`src/rtl/dcacheread_bus_port.sv`:
```
// Uncached/miss read path behind the dcache read link: issues one burst of 32-bit
// bus reads per request and returns byte-aligned 64-bit data with a done pulse.
module dcacheread_bus_port (
    input  logic        clk,
    input  logic        rst,
    input  logic        req_dcacheread_do,
    output logic        req_dcacheread_done,
    input  logic [3:0]  req_dcacheread_length,
    input  logic        req_dcacheread_cache_disable,
    input  logic [31:0] req_dcacheread_address,
    output logic [63:0] req_dcacheread_data,
    output logic [31:0] avm_address,
    output logic        avm_read,
    output logic [1:0]  avm_burstcount,
    output logic        avm_cache_disable,
    input  logic        avm_waitrequest,
    input  logic [31:0] avm_readdata,
    input  logic        avm_readdatavalid
);

    typedef enum logic [1:0] {StIdle, StIssue, StCollect, StDone} state_e;

    state_e      r_state;
    state_e      w_state_next;
    logic [31:0] r_addr;
    logic [3:0]  r_len;
    logic        r_cd;
    logic [1:0]  r_burst;
    logic [1:0]  r_beat;
    logic [95:0] r_buf;
    logic [63:0] r_data;

    logic [3:0]  w_len_clamp;
    logic [3:0]  w_sum;
    logic [1:0]  w_burst;
    logic        w_load;
    logic        w_beat_we;
    logic [95:0] w_buf_next;
    logic [95:0] w_shifted;
    logic [63:0] w_asm;
    logic        w_enter_done;

    assign w_len_clamp = (req_dcacheread_length > 4'd8) ? 4'd8 : req_dcacheread_length;
    assign w_sum       = {2'b00, req_dcacheread_address[1:0]} + w_len_clamp + 4'd3;
    assign w_burst     = 2'(w_sum >> 2);

    always_comb begin
        w_state_next = r_state;
        w_load       = 1'b0;
        w_beat_we    = 1'b0;
        unique case (r_state)
            StIdle: begin
                if (req_dcacheread_do) begin
                    w_load       = 1'b1;
                    w_state_next = (w_len_clamp == 4'd0) ? StDone : StIssue;
                end
            end
            StIssue: begin
                if (!avm_waitrequest) begin
                    w_state_next = StCollect;
                end
            end
            StCollect: begin
                if (avm_readdatavalid) begin
                    w_beat_we = 1'b1;
                    if (r_beat == r_burst - 2'd1) begin
                        w_state_next = StDone;
                    end
                end
            end
            StDone: begin
                w_state_next = StIdle;
            end
            default: begin
                w_state_next = StIdle;
            end
        endcase
    end

    // Next buffer includes the beat arriving this cycle so the last beat feeds assembly.
    always_comb begin
        w_buf_next = r_buf;
        if (w_beat_we) begin
            case (r_beat)
                2'd0:    w_buf_next[31:0]  = avm_readdata;
                2'd1:    w_buf_next[63:32] = avm_readdata;
                2'd2:    w_buf_next[95:64] = avm_readdata;
                default: w_buf_next = r_buf;
            endcase
        end
    end

    always_comb begin
        w_shifted = w_buf_next >> {r_addr[1:0], 3'b000};
        w_asm     = w_shifted[63:0];
        for (int i = 0; i < 8; i++) begin
            if (4'(i) >= r_len) begin
                w_asm[8*i +: 8] = 8'h00;
            end
        end
    end

    assign w_enter_done = (w_state_next == StDone) && (r_state != StDone);

    always_ff @(posedge clk or posedge rst) begin
        if (rst) begin
            r_state <= StIdle;
            r_addr  <= '0;
            r_len   <= '0;
            r_cd    <= 1'b0;
            r_burst <= '0;
            r_beat  <= '0;
            r_buf   <= '0;
            r_data  <= '0;
        end else begin
            r_state <= w_state_next;
            if (w_load) begin
                r_addr  <= req_dcacheread_address;
                r_len   <= w_len_clamp;
                r_cd    <= req_dcacheread_cache_disable;
                r_burst <= w_burst;
                r_beat  <= '0;
            end else if (w_beat_we) begin
                r_beat <= r_beat + 2'd1;
            end
            r_buf <= w_buf_next;
            // Zero-length requests complete straight from idle with zero data.
            if (w_enter_done) begin
                r_data <= (r_state == StIdle) ? 64'd0 : w_asm;
            end
        end
    end

    assign avm_read            = (r_state == StIssue);
    assign avm_address         = {r_addr[31:2], 2'b00};
    assign avm_burstcount      = r_burst;
    assign avm_cache_disable   = r_cd;
    assign req_dcacheread_done = (r_state == StDone);
    assign req_dcacheread_data = r_data;

endmodule

```
`config.mk`:
```
export PLATFORM = sky130hd
export DESIGN_NAME = dcacheread_bus_port
export DESIGN_NICKNAME = d
export VERILOG_FILES = /design/src/rtl/dcacheread_bus_port.sv
export SDC_FILE = /design/constraint.sdc
export NUM_CORES = 1
export LEC_CHECK = 0
export ABC_AREA = 1
export CAP_MARGIN = 20
export CORE_MARGIN = 2
export CORE_UTILIZATION = 55
export DETAILED_ROUTE_END_ITERATION = 16
export PLACE_DENSITY = 0.82
export SETUP_SLACK_MARGIN = 0.5
export SLEW_MARGIN = 40
export SYNTH_ARGS = -nofsm -noshare
export SYNTH_HDL_FRONTEND = slang
export SYNTH_SLANG_ARGS = --single-unit
export TNS_END_PERCENT = 1
```
`constraint.sdc`:
```
create_clock -name clk -period 11 [get_ports clk]
set_clock_uncertainty 0.1 [all_clocks]
set_input_delay 2.2 -clock clk [delete_from_list [all_inputs] [get_ports clk]]
set_output_delay 2.2 -clock clk [all_outputs]
set_load 0.05 [all_outputs]
```
==> summary.md <==
| Metric | Value |
|---|---|
| Run status | `completed` |
| Clk buf depth | `2` |
| Register area | `4880 sq um` |
| Fraction of layout cells with a size suffix above 1 | `0.0332` |
| Initial core utilization | `0.559` |
| Max Clk Rate | `234 MHz` |
| Core Box Area | `approximately 21,000 sq um` |
| Wire length of the first global-routing pass | `between 50,000 and 60,000 um` |
| Dpl cells | `around 2,100` |
| DR pass1 iterations | `6` |
| Final WL | `roughly 36,000 um` |
| Placed instance area | `between 10,000 and 15,000 sq um` |
| Detailed Route Iter0 Violations | `between 1,000 and 1,500` |
| Final non-filler cell area | `around 14,000 sq um` |
| CP Max Fanout | `89` |
| Final worst setup slack | `approximately 6.7 ns` |
| EDFF count, synth | `0` |
| TritonCTS clock tree | `built` |
| DR WL/cell | `around 17 um` |
| Via count | `between 10,000 and 15,000` |
| Sequential element share of the synthesized area | `0.416` |
| Final hold vios | `0` |
| Crit end category | `flip-flop` |
| Top FF cell, synth | `dfrtp_1` |
| Fillers | `approximately 1,900` |
| Yosys reg bits | `195` |
| Most common cell after layout, fill and taps aside | `nand2_1` |
| Synth unique cells | `28` |
| Die Width | `about 150 um` |
| Nets | `between 1,500 and 2,000` |
| Power, Total | `4.88 mW` |
| Area growth syn-to-layout | `18.3%` |
| TritonCTS Sinks | `just under 200` |
| Switch share | `0.533` |
| Arr. time, crit path | `around 4.6 ns` |
| Final design utilization | `0.662` |
| CTS resizes | `0` |
| Slew HR | `0.419` |
| Pre-CTS setup slack | `6.24 ns` |
| N_diodes | `0` |
| # IOs | `175` |
| GRT Overall Usage | `0.329` |
| Asr flop ratio synth | `1.00` |
| Clock power share | `0.133` |
| Combinational fraction of design power | `0.627` |
| Final Slew Violations | `0` |
| Final Critical Period | `about 4.3 ns` |
| Gpl congestion | `0.905` |
| Final setup vio count | `0` |
| Post-route ant nets | `0` |
| Syn_area_per_cell | `between 6 and 7 sq um` |
| Part of the cycle the worst path needs | `0.388` |
| Final TNS setup | `0 ns` |
| Min-delay worst type | `flip-flop to flip-flop` |
| Critical Path Source Type | `input pin` |
| Clock latency on the worst-skew pair | `about 0.45 ns` |
| Clk slew on worst S/H paths | `0.07 ns` |
| CP Class | `input pin to flip-flop` |
| DP HPWL | `~24,000 um` |
| DR DRC count | `0` |
| P_int | `about 2.3 mW` |
| Antenna violations before repair | `0` |
| H-tree Lvls | `4` |
| Largest net degree at the start of global routing | `between 100 and 150` |
| Commonest cells after routing, fill and taps aside | `nand2_1 (856), nand3_1 (221), dfrtp_1 (194)` |
| Port Buffers | `172` |
| Psw | `between 2 and 3 mW` |
| Cell count after synthesis | `~1,800` |
| Worst-margin pin slew | `~0.87 ns` |
| RSZ-0062 raised after global routing | `false` |
| Clk root buf | `clkbuf_16` |
| Vias per cell | `~5.4` |
| Synth Cell Area | `11,700 sq um` |
| Die height | `around 150 um` |
| Max Cap Viol | `0` |
| Power Density | `about 350 nW/um^2` |
| Die ar. | `roughly 22,000 sq um` |
| Post-CTS setup buffer count | `0` |
| CTS Buf Count | `17` |
| Vias in the first global route | `11,100` |
| Required time of the critical path | `11.29 ns` |
| GR Overflow Total | `0` |
| Std-Cell Rows | `53` |
| Fin cells | `approximately 2,200` |
| Leak pwr | `~7.5 nW` |
| Hold bufs inserted after CTS | `0` |
| Worst hold slack | `~0.38 ns` |
| Sequential power share | `0.240` |
| Area occupied by multi-input gates | `about 5600 sq um` |
| VDD IR-drop max | `236 uV` |
| Synth Warn # | `0` |
cells by family after synthesis:
kind of cell	after synthesis	share of synthesized area
AO/OA/AOI/OAI	21	0.0101
XOR/XNOR	1	0.000747
adder cells (fa/ha/maj)	5	0.00598
buffers and inverters	275	0.105
flip-flops	195	0.416
other	1	0.000320
AND/OR/NAND/NOR	1306	0.461
final cells by class:
class | count | share of cell area
multi-input cells | 1335 | 0.406
flip-flops and latches | 195 | 0.352
repair buffers | 182 | 0.131
inverters | 155 | 0.0432
clock buffers | 18 | 0.0309
well taps | 275 | 0.0248
clock inverters | 14 | 0.0122
final timing paths:
check	from	to	slack, ns	cells after the start
setup / recovery	avm_readdatavalid	req_dcacheread_data[10]	6.73	10
hold / removal	req_dcacheread_data[7]	req_dcacheread_data[7]	0.38	2
setup reg to reg	r_beat[0]	req_dcacheread_data[45]	8.26	12
hold reg to reg	req_dcacheread_data[7]	req_dcacheread_data[7]	0.38	2
max in group asynchronous	rst	r_buf[38]	7.52	3
min in group asynchronous	rst	r_buf[84]	2.22	2
cell usage after synthesis (3+ instances only):
master,count,area (sq um)
inv_1,148,556
nand2_1,857,3220
o21ai_0,13,65.1
nor2_1,142,533
nand3_1,222,1110
clkbuf_1,31,116
a21oi_1,3,15.0
ha_1,4,50.1
inv_2,6,22.5
and2_1,80,500
buf_1,15,56.3
dfrtp_1,195,4880
buf_4,42,315
buf_2,31,155
critical path, stage by stage:
cell and delay (ns):
clkdlybuf4s50_1 0.51, nand2_1 0.10, nor2_4 0.09, buf_6 0.53, nand3_1 0.18, nand3_2 0.11
nand2_2 0.09, inv_4 0.44, nand2_1 0.15, nand2_1 0.08
power groups by stage:
stage	Combinational (mW)	Clock, mW	Sequential [mW]
finish	3.06	0.648	1.17
global route	3.33	0.675	1.20
CTS	3.01	0.649	1.17
detailed placement	2.99	0	1.18
global placement	2.94	0	1.17
floorplan	1.90	0	1.50
state kept, by name, indices dropped and copies added, names as in the netlist:
register,cells
r_beat,2
r_addr,32
avm_burstcount,2
r_state,2
r_len,4
avm_cache_disable,1
req_dcacheread_data,64
r_buf,88
routing by layer:
layer / wire length, um / GRT usage
met1: 14300 / 0.439
met2: 15900 / 0.497
met3: 3570 / 0.0613
met4: 2280 / 0.201
met5: 0 / 0
(Power assumes the default switching activity.)
